`src/rtl/fan_ctrl_pkg.sv`:
```
// Shared definitions for the fan speed sequencer: FSM encoding, level type,
// default thresholds/divider values and the thermal level stepping rule.
package fan_ctrl_pkg;

    typedef enum logic [1:0] {
        ST_SPINUP = 2'd0,
        ST_RUN    = 2'd1,
        ST_STALL  = 2'd2
    } fan_state_t;

    localparam int unsigned NUM_LEVELS = 4;
    localparam int unsigned LEVEL_W    = 2;
    localparam int unsigned TACH_CNT_W = 8;

    typedef logic [LEVEL_W-1:0] level_t;

    localparam logic [11:0] DEF_T1   = 12'h900;
    localparam logic [11:0] DEF_T2   = 12'hA00;
    localparam logic [11:0] DEF_T3   = 12'hB00;
    localparam int unsigned DEF_HYST = 16;

    localparam logic [31:0] DEF_DIV0 = 32'd5000;
    localparam logic [31:0] DEF_DIV1 = 32'd2500;
    localparam logic [31:0] DEF_DIV2 = 32'd1250;
    localparam logic [31:0] DEF_DIV3 = 32'd0;

    // One step per sample: up when the next threshold is reached, down only once the
    // sample plus hysteresis falls below the current level's threshold (13-bit sum).
    function automatic level_t step_level(
        input level_t      level,
        input logic [11:0] temp,
        input logic [11:0] t1,
        input logic [11:0] t2,
        input logic [11:0] t3,
        input logic [12:0] hyst
    );
        logic [11:0] t_up;
        logic [11:0] t_dn;
        logic [12:0] temp_hyst;
        case (level)
            2'd0:    begin t_up = t1; t_dn = t1; end
            2'd1:    begin t_up = t2; t_dn = t1; end
            2'd2:    begin t_up = t3; t_dn = t2; end
            default: begin t_up = t3; t_dn = t3; end
        endcase
        temp_hyst = {1'b0, temp} + hyst;
        if (level != 2'd3 && temp >= t_up) begin
            return level + 2'd1;
        end else if (level != 2'd0 && temp_hyst < {1'b0, t_dn}) begin
            return level - 2'd1;
        end
        return level;
    endfunction

endpackage

```
`src/rtl/tach_counter.sv`:
```
// Tachometer input synchronizer with a saturating rising-edge counter.
// A clear that coincides with an edge starts the new count at one, so no edge is lost.
module tach_counter
    import fan_ctrl_pkg::*;
#(
    parameter int unsigned CNT_W = TACH_CNT_W
) (
    input  logic             clk_in,
    input  logic             rst_n_in,
    input  logic             i_tach,
    input  logic             i_enable,
    input  logic             i_clear,
    output logic [CNT_W-1:0] o_count
);

    logic             r_sync1;
    logic             r_sync2;
    logic             r_prev;
    logic [CNT_W-1:0] r_count;
    logic             w_edge;

    assign w_edge = r_sync2 & ~r_prev & i_enable;

    // NOTE: non-blocking assignments keep the three flops a true shift chain; blocking
    // would collapse the synchronizer into a single stage.
    always_ff @(posedge clk_in or negedge rst_n_in) begin
        if (!rst_n_in) begin
            r_sync1 <= 1'b0;
            r_sync2 <= 1'b0;
            r_prev  <= 1'b0;
        end else begin
            r_sync1 <= i_tach;
            r_sync2 <= r_sync1;
            r_prev  <= r_sync2;
        end
    end

    always_ff @(posedge clk_in or negedge rst_n_in) begin
        if (!rst_n_in) begin
            r_count <= '0;
        end else if (i_clear) begin
            r_count <= {{(CNT_W-1){1'b0}}, w_edge};
        end else if (w_edge && r_count != {CNT_W{1'b1}}) begin
            r_count <= r_count + CNT_W'(1);
        end
    end

    assign o_count = r_count;

endmodule

```
`src/rtl/fan_speed_sequencer.sv`:
```
// Fan speed sequencer: thermal level tracking, spin-up / run / stall supervision and
// the registered divider value (with load strobe) for the downstream clock divider.
module fan_speed_sequencer
    import fan_ctrl_pkg::*;
#(
    parameter int unsigned SPINUP_CYCLES = 1_000_000,
    parameter int unsigned TACH_WINDOW   = 10_000_000,
    parameter int unsigned TACH_MIN      = 2,
    parameter int unsigned STALL_CYCLES  = 50_000_000,
    parameter logic [11:0] T1            = DEF_T1,
    parameter logic [11:0] T2            = DEF_T2,
    parameter logic [11:0] T3            = DEF_T3,
    parameter int unsigned HYST          = DEF_HYST,
    parameter logic [31:0] DIV0          = DEF_DIV0,
    parameter logic [31:0] DIV1          = DEF_DIV1,
    parameter logic [31:0] DIV2          = DEF_DIV2,
    parameter logic [31:0] DIV3          = DEF_DIV3
) (
    input  logic        clk_in,
    input  logic        rst_n_in,
    input  logic        temp_valid,
    input  logic [11:0] temp_in,
    input  logic        tach_in,
    output logic [31:0] divider_out,
    output logic        divider_load,
    output logic [1:0]  speed_level,
    output logic        fan_fault,
    output logic [1:0]  state_out
);

    // Cycle counts are assumed to be at least one.
    localparam logic [31:0] SPINUP_LAST = 32'(SPINUP_CYCLES - 1);
    localparam logic [31:0] STALL_LAST  = 32'(STALL_CYCLES - 1);
    localparam logic [31:0] WINDOW_LAST = 32'(TACH_WINDOW - 1);
    localparam logic [31:0] TACH_MIN_W  = 32'(TACH_MIN);

    fan_state_t            r_state;
    fan_state_t            w_state_nxt;
    level_t                r_level;
    level_t                w_level_nxt;
    logic [31:0]           r_divider;
    logic [31:0]           w_divider_nxt;
    logic [31:0]           r_dwell;
    logic [31:0]           w_dwell_nxt;
    logic [31:0]           r_win;
    logic [31:0]           w_win_nxt;
    logic                  r_load;
    logic                  r_fault;
    logic                  w_fault_nxt;
    logic                  w_tach_clear;
    logic                  w_tach_enable;
    logic                  w_count_ok;
    logic [TACH_CNT_W-1:0] w_tach_count;

    function automatic logic [31:0] level_div(input level_t lvl);
        case (lvl)
            2'd0:    return DIV0;
            2'd1:    return DIV1;
            2'd2:    return DIV2;
            default: return DIV3;
        endcase
    endfunction

    assign w_tach_enable = (r_state == ST_RUN);
    assign w_count_ok    = ({{(32-TACH_CNT_W){1'b0}}, w_tach_count} >= TACH_MIN_W);

    tach_counter #(
        .CNT_W (TACH_CNT_W)
    ) u_tach (
        .clk_in   (clk_in),
        .rst_n_in (rst_n_in),
        .i_tach   (tach_in),
        .i_enable (w_tach_enable),
        .i_clear  (w_tach_clear),
        .o_count  (w_tach_count)
    );

    // One dwell counter serves SPINUP and STALL; the window counter is held at zero
    // outside RUN so every RUN entry starts a fresh window.
    always_comb begin
        // NOTE: every output of this block gets a default first, so no path can
        // leave a signal unassigned and infer a latch.
        w_state_nxt  = r_state;
        w_dwell_nxt  = r_dwell + 32'd1;
        w_win_nxt    = '0;
        w_fault_nxt  = r_fault;
        w_tach_clear = 1'b1;
        case (r_state)
            ST_SPINUP: begin
                if (r_dwell == SPINUP_LAST) begin
                    w_state_nxt = ST_RUN;
                    w_dwell_nxt = '0;
                end
            end
            ST_RUN: begin
                w_dwell_nxt = '0;
                if (r_win == WINDOW_LAST) begin
                    if (w_count_ok) begin
                        w_fault_nxt = 1'b0;
                    end else begin
                        w_state_nxt = ST_STALL;
                        w_fault_nxt = 1'b1;
                    end
                end else begin
                    w_win_nxt    = r_win + 32'd1;
                    w_tach_clear = 1'b0;
                end
            end
            ST_STALL: begin
                if (r_dwell == STALL_LAST) begin
                    w_state_nxt = ST_SPINUP;
                    w_dwell_nxt = '0;
                end
            end
            default: begin
                w_state_nxt = ST_SPINUP;
                w_dwell_nxt = '0;
            end
        endcase

        w_level_nxt   = temp_valid ? step_level(r_level, temp_in, T1, T2, T3, 13'(HYST))
                                   : r_level;
        w_divider_nxt = (w_state_nxt == ST_RUN) ? level_div(w_level_nxt) : DIV3;
    end

    always_ff @(posedge clk_in or negedge rst_n_in) begin
        if (!rst_n_in) begin
            r_state   <= ST_SPINUP;
            r_level   <= '0;
            r_divider <= DIV3;
            r_load    <= 1'b0;
            r_fault   <= 1'b0;
            r_dwell   <= '0;
            r_win     <= '0;
        end else begin
            r_state   <= w_state_nxt;
            r_level   <= w_level_nxt;
            r_divider <= w_divider_nxt;
            r_load    <= (w_divider_nxt != r_divider);
            r_fault   <= w_fault_nxt;
            r_dwell   <= w_dwell_nxt;
            r_win     <= w_win_nxt;
        end
    end

    assign divider_out  = r_divider;
    assign divider_load = r_load;
    assign speed_level  = r_level;
    assign fan_fault    = r_fault;
    assign state_out    = r_state;

endmodule

```
`config.mk`:
```
export PLATFORM = sky130hd
export DESIGN_NAME = fan_speed_sequencer
export DESIGN_NICKNAME = d
export VERILOG_FILES = /design/src/rtl/fan_ctrl_pkg.sv /design/src/rtl/tach_counter.sv /design/src/rtl/fan_speed_sequencer.sv
export SDC_FILE = /design/constraint.sdc
export NUM_CORES = 1
export LEC_CHECK = 0
export ABC_AREA = 1
export CAP_MARGIN = 10
export CELL_PAD_IN_SITES_DETAIL_PLACEMENT = 1
export CELL_PAD_IN_SITES_GLOBAL_PLACEMENT = 1
export CORE_ASPECT_RATIO = 0.6
export CORE_MARGIN = 4
export CORE_UTILIZATION = 43
export DETAILED_ROUTE_END_ITERATION = 8
export PLACE_DENSITY = 0.9
export SKIP_LAST_GASP = 1
export SLEW_MARGIN = 25
export SYNTH_ARGS = -nofsm -noshare
export SYNTH_HDL_FRONTEND = slang
export SYNTH_SLANG_ARGS = --single-unit
export TNS_END_PERCENT = 5
```
`constraint.sdc`:
```
create_clock -name clk_in -period 3.1 [get_ports clk_in]
set_input_delay 0.465 -clock clk_in [delete_from_list [all_inputs] [get_ports clk_in]]
set_output_delay 0.465 -clock clk_in [all_outputs]
set_load 0.02 [all_outputs]
```
Word level (Yosys, flattened, before mapping)
Cells that the tools add are included.
{ "totals": {"reg_bits": 113, "out_inout_bits": 38, "wordCells": 71} }
{ "classes": {"n_addsub": 6, "magnitude_cmp": 3, "n_eq_ne": 13, "n_mux": 25, "n_bitwise": 3, "reduce_logical": 10} }
{ "ops": {"columns": ["operator", "n"], "rows": [
  ["$mux W32", 5],
  ["$add A32 B1 Y32 const B", 2],
  ["$pmux W32 S2", 1],
  ["$pmux W10 S2", 2],
  ["$pmux W13 S3", 1],
  ["$eq A32 B20 Y1 const B", 1],
  ["$eq A32 B24 Y1 const B", 1],
  ["$eq A32 B26 Y1 const B", 1],
  ["$ne A32 B32 Y1", 1],
  ["$mux W2", 8],
  ["$mux W8", 2],
  ["$add A12 B5 Y13 const B", 1],
  ["$lt A13 B12 Y1", 1],
  ["$ge A12 B12 Y1", 1],
  ["$add A8 B1 Y8 const B", 1],
  ["$eq A2 B1 Y1 const B", 4],
  ["$ge A8 B2 Y1 const B", 1],
  ["$ne A8 B8 Y1 const B", 1],
  ["$eq A2 B2 Y1 const B", 3],
  ["$logic_not A2 Y1", 3],
  ["$pmux W2 S3", 1],
  ["$mux W1", 5],
  ["$reduce_bool A2 Y1", 2],
  ["$logic_and A1 B1 Y1", 3],
  ["7 further kinds", 8]
]} }

Logic depth before layout (Yosys ltp)
Gate-level depths: netlist of the first run.
{ "logic_depth": {"depth_word": 13, "ltp_mapped": 21} }

Cells and area by module
Synthesis of the first run repeated with hierarchy kept, for this count alone.
{ "hier_totals": {"hier_cells": 773, "hier_area_um2": 5750.5} }
{ "by_module_without_submodules": {"columns": ["mod", "n_inst", "cells_each", "area_each_um2", "seq_area_each_um2"], "rows": [
  ["fan_speed_sequencer", 1, 693, 5149.9, 1901.8],
  ["tach_counter", 1, 80, 600.6, 275.3]
]} }

Worst setup path after synthesis of the first run
No wires, ideal clock.
{ "synth_timing": {"kind": "reg2reg", "from": "register r_level[0] (netlist: speed_level[0])", "to": "register r_load (netlist: divider_load)", "setup_ns": 0.125, "arrival_time_ns": 2.610, "required_ns": 2.975, "path_slack_ns": 0.365, "stages_incl_launch_ff": 20, "n_path_buf": 0, "period_less_slack_ns": 2.735, "cell_sequence": "dfrtp_1 -> inv_1 -> ha_1 -> ha_1 -> nand2_1 -> nor3_1 -> nand3_1 -> nand2_1 -> nand2_1 -> nand2_1 -> nand2_1 -> nand2_1 -> nand2_1 -> ha_1 -> nor2_1 -> o21ai_0 -> nand4_1 -> nand2_1 -> nor2_1 -> nand3_1"} }
{ "synth_between": {"elab_chain_cells": 13} }
{ "synth_rtl": {"columns": ["element", "line_no", "source"], "rows": [
  ["from (decl)", "fan_speed_sequencer.sv:39", "level_t r_level;"],
  ["from (signal assigned)", "fan_speed_sequencer.sv:137", "r_level <= w_level_nxt;"],
  ["$eq A2 B1 Y1 or $logic_not A2 Y1 (tied branches)", "fan_ctrl_pkg.sv:40", "case (level)"],
  ["$reduce_or A2 Y1 (no source line)", null, null],
  ["$pmux W10 S2", "fan_ctrl_pkg.sv:40", null],
  ["$lt A13 B12 Y1", "fan_ctrl_pkg.sv:49", "end else if (level != 2'd0 && temp_hyst < {1'b0, t_dn}) begin"],
  ["$logic_and A1 B1 Y1", "fan_ctrl_pkg.sv:49", null],
  ["$mux W1", "fan_ctrl_pkg.sv:49", null],
  ["$mux W1", "fan_ctrl_pkg.sv:47", "if (level != 2'd3 && temp >= t_up) begin"],
  ["$mux W2", "fan_ctrl_pkg.sv:52", "return level;"],
  ["$mux W2 *", "fan_speed_sequencer.sv:121", "w_level_nxt = temp_valid ? step_level(r_level, temp_in, T1, T2, T3, 13'(HYST))"],
  ["$eq A2 B2 Y1, or another cell as far along", "fan_speed_sequencer.sv:56", "case (lvl)"],
  ["$pmux W13 S3 *", "fan_speed_sequencer.sv:56", null],
  ["$mux W32 *", "fan_speed_sequencer.sv:123", "w_divider_nxt = (w_state_nxt == ST_RUN) ? level_div(w_level_nxt) : DIV3;"],
  ["$ne A32 B32 Y1 *", "fan_speed_sequencer.sv:139", "r_load <= (w_divider_nxt != r_divider);"],
  ["to (signal assigned)", "fan_speed_sequencer.sv:139", null],
  ["to (decl)", "fan_speed_sequencer.sv:47", "logic r_load;"]
]} }
Mark *: on every way between the ends. The rest lies on a longest branch, timed or not. The select of a mux whose other input is x is not followed.
A chain may end at the register's enable or synchronous reset.

Worst setup path after layout of the first run
{ "layout_timing": {"from": "input port temp_in[4]", "to": "register r_load (netlist: divider_load)"} }
{ "layout_between": {"elab_chain_cells": 11} }
{ "layout_rtl": {"columns": ["element", "line_no", "source"], "rows": [
  ["from (decl)", "fan_speed_sequencer.sv:22", "input logic [11:0] temp_in,"],
  ["$add A12 B5 Y13", "fan_ctrl_pkg.sv:46", "temp_hyst = {1'b0, temp} + hyst;"],
  ["$lt A13 B12 Y1", "fan_ctrl_pkg.sv:49", null],
  ["$logic_and A1 B1 Y1", "fan_ctrl_pkg.sv:49", null],
  ["$mux W1", "fan_ctrl_pkg.sv:49", null],
  ["$mux W1", "fan_ctrl_pkg.sv:47", null],
  ["$mux W2 *", "fan_ctrl_pkg.sv:52", null],
  ["$mux W2 *", "fan_speed_sequencer.sv:121", null],
  ["$eq A2 B2 Y1, or another cell as far along", "fan_speed_sequencer.sv:56", null],
  ["$pmux W13 S3 *", "fan_speed_sequencer.sv:56", null],
  ["$mux W32 *", "fan_speed_sequencer.sv:123", null],
  ["$ne A32 B32 Y1 *", "fan_speed_sequencer.sv:139", null]
]} }
Mark *: on every way between the ends. The rest lies on a longest branch, timed or not.

==> results of run 1 <==
-- cell families after synthesis --
| kind of cell | after synthesis | share of synthesized area, % |
|---|---|---|
| DFF | 87 | 37.9 |
| AOI/OAI and AO/OA | 49 | 5.02 |
| buffers and inverters | 147 | 11.7 |
| xor gates and xnor gates | 34 | 5.19 |
| and+or+nand+nor | 434 | 36.1 |
| adders and majority gates | 18 | 3.93 |
| other | 1 | 0.0654 |
-- Yosys cell counts (18+ instances only) --
cell,number
ha_1,18
buf_4,29
inv_1,97
nand2_1,140
a21oi_1,23
nand3_1,35
xor2_1,31
nor3_1,43
nand4_1,34
dfrtp_1,87
nor2_1,119
nor4_1,20
-- cell type report --
| class | instances | area, sq um |
|---|---|---|
| clock buffers | 11 | 253 |
| fillers | 1615 | 6320 |
| inverters | 113 | 424 |
| repair buffers | 53 | 485 |
| flip-flops and latches | 87 | 2180 |
| clock inverters | 4 | 53.8 |
| multi-input cells | 556 | 3010 |
| well taps | 170 | 213 |
-- state kept, by name, indices dropped and copies added (netlist names) --
name	flops
divider_load	1
divider_out	6
fan_fault	1
r_dwell	32
r_win	32
speed_level	2
state_out	2
u_tach.o_count	8
u_tach.r_prev	1
u_tach.r_sync1	1
u_tach.r_sync2	1
-- layer usage --
layer,vias to the layer above,wire length [microns],global-route usage (%)
met2,186,7300,33.4
met4,0,262,4.69
met3,26,1410,6.90
met1,2656,9010,36.7
met5,-,0,0
li1,2555,-,-
-- placed cells by master (no fill, tap or decap), drive strengths merged, types with 2 or more instances in the layout --
cell type and count:
and3 2, nor2 131, a31oi 2, o21ai 14, nand2 149, a21oi 24, clkbuf 12, conb 21
clkdlybuf4s15 3, clkdlybuf4s50 26, nand4 35, inv 113, clkinvlp 2, xor2 31, o31ai 3, o21a 3
dfrtp 87, xnor2 3, buf 22, nor4 22, nor3 49, nand3 40, ha 18, nand3b 5
-- power groups by stage --
| stage | Sequential (mW) | Combinational [mW] | Clock, mW |
|---|---|---|---|
| 2_1_floorplan | 1.20 | 0.296 | 0 |
| 5_1_grt | 1.16 | 0.661 | 1.21 |
| 6_report | 1.16 | 0.590 | 1.15 |
| 3_5_place_dp | 1.18 | 0.554 | 0 |
| 3_3_place_gp | 1.18 | 0.514 | 0 |
| 4_1_cts | 1.16 | 0.560 | 1.17 |
-- through the flow --
step / cell area (sq um) / setup WS [ps]
finish: 6610 / 166
CTS: 6560 / 110
global route: 6610 / -17.9
floorplan: 5810 / 365
global placement: 6240 / -171
detailed placement: 6240 / -560
-- what timing repair did --
action	CTS	global route
pin swaps	2	8
resized for setup	8	19
setup buffers	1	2
endpoints found under the setup margin	2	1
endpoints found under the hold margin	0	0
-- how the worst max path moves through the flow --
stage / startpoint / endpoint / slack (ps)
after floorplan: speed_level[0] / divider_load / 360
after global placement: temp_in[7] / divider_load / -170
after detailed placement: temp_in[7] / divider_load / -560
after CTS: temp_in[8] / divider_load / 110
after global routing: temp_in[4] / divider_load / -20
final: temp_in[4] / divider_load / 170
==> results.ini, run 1 <==
[setup_path]
critPathMaxFanout=3
critPathBufInv=4
cp_slowest_stage_delay_ps=300
start_kind=input pin
cp_data_required_time_ps=3330
rr_worst_depth=18
r2r_slack_ps=200
critical-path-top-delay-family=simple AND/OR/NAND/NOR gates
cp_cell_sequence=clkdlybuf4s15_1 > nand4_1 > nor2_4 > xnor2_1 > inv_1 > ha_1 > and3_1 > nand3b_1 > nand3b_1 > nand2_2 > buf_4 > nand3b_1 > nand2_2 > ha_2 > inv_2 > nand3_2 > nand2_1 > nand2_1 > nor2_2 > nand3_1
end_kind=register
arrival_ps=3160
critPathSlowestCell=ha_1
cp.depth=20
rr_startpoint=speed_level[0]
r2r_end=divider_load
cp_common_cell=nand3b_1
critPathKind=in -> reg

[clock_network]
hold_buffers=0
ctsHtreeMaxLevel=3
root_buffer=clkbuf_16
cts_inserted_buffers=9
clock-sinks=87
cts_buffer_depth=2
cts_tree=yes
clkTransAtPathRegs_ps=70
insertion_delay_ps=350

[floorplanning]
die_area_sq_um=15300
io_pins=54
rows=32
core_area_sq_um=12900
initial_core_util_pct=44.4
fp.dieW_microns=157
die_y_microns=97.5

[synth]
synth_area_leaders=dfrtp_1, nand2_1, nor2_1, inv_1, xor2_1
synth_area_sq_um=5740
yosysWarnings=0
synth_edf_count=0
yosysTopAreaCell=dfrtp_1
synth_ff_type=dfrtp_1
ys_seq_area_share_pct=37.9
avgSynthCellArea_sq_um=7.45
synth.top_cell.area_share_pct=37.9
ys_ff_latch=87
synthCells=770
ys_types=41
synthArstFlopShare_pct=100

[pwr]
switchingPower_mw=0.836
clkPwrFrac_pct=39.6
power.density_nw_per_um2=438
power.total_mw=2.89
p_int_mw=2.06
p_seq_share_pct=40.0
combPwrFrac_pct=20.4
peakVddDrop_v=0.000252
leakagePower_nw=2.94
switching_share_pct=28.9

[cells_and_area]
n_antenna_cell=0
post-route-util_pct=51.1
layout.nets=854
drive_above_1_share_pct=12.7
area_growth_pct=15.3
fin_cells=994

[detailed_routing]
drt_iter0_drc=493
vias=5423
drc=0
first_pass_iters=5
wl_microns=18000
vias_per_cell=5.46
route.antenna.remaining_nets=0
wire_per_inst_microns=18.1

[job]
max_cap_violations=0

[place]
dp.cells=976
routabilityCongestion=0.922
hpwl_microns=13500
portBuffers=32

[outcome]
status=finished, final reports clean

[global_route]
grt_first_pass_wirelength_microns=28900
grtUsageTotal_pct=23.9
antenna_found_initial=0
grt_max_degree=46
grt_pass1_vias=5405
grt_overflow=0

[sta]
tightest_slew_ps=770
setup_tns_ps=0
slew_viol_final=0
fin_crit_sh_pct=94.6
fmaxAchievable_mhz=341
hold_viol_final=0
min_period_ps=2930
finalSetupViolations=0
slew_headroom_pct=48.2
fin_skew_ps=8.92
whs_ps=124

[hold_path]
hp-class=in -> async

No activity file was read; power rests on OpenSTA's default activity.
==> inputs of run 2 (changes only) <==
--- a/config.mk
+++ b/config.mk
@@ -19,4 +19,3 @@
 export SYNTH_ARGS = -nofsm -noshare
 export SYNTH_HDL_FRONTEND = slang
 export SYNTH_SLANG_ARGS = --single-unit
-export TNS_END_PERCENT = 5
==> results of run 2 <==
No change in the layout: final DEF, timing and power equal those of run 1.
==> inputs of run 3 (changes only) <==
--- a/config.mk
+++ b/config.mk
@@ -14,7 +14,6 @@
 export CORE_UTILIZATION = 43
 export DETAILED_ROUTE_END_ITERATION = 8
 export PLACE_DENSITY = 0.9
-export SKIP_LAST_GASP = 1
 export SLEW_MARGIN = 25
 export SYNTH_ARGS = -nofsm -noshare
 export SYNTH_HDL_FRONTEND = slang
==> results of run 3 <==
No change in the layout: final DEF, timing and power equal those of run 1.
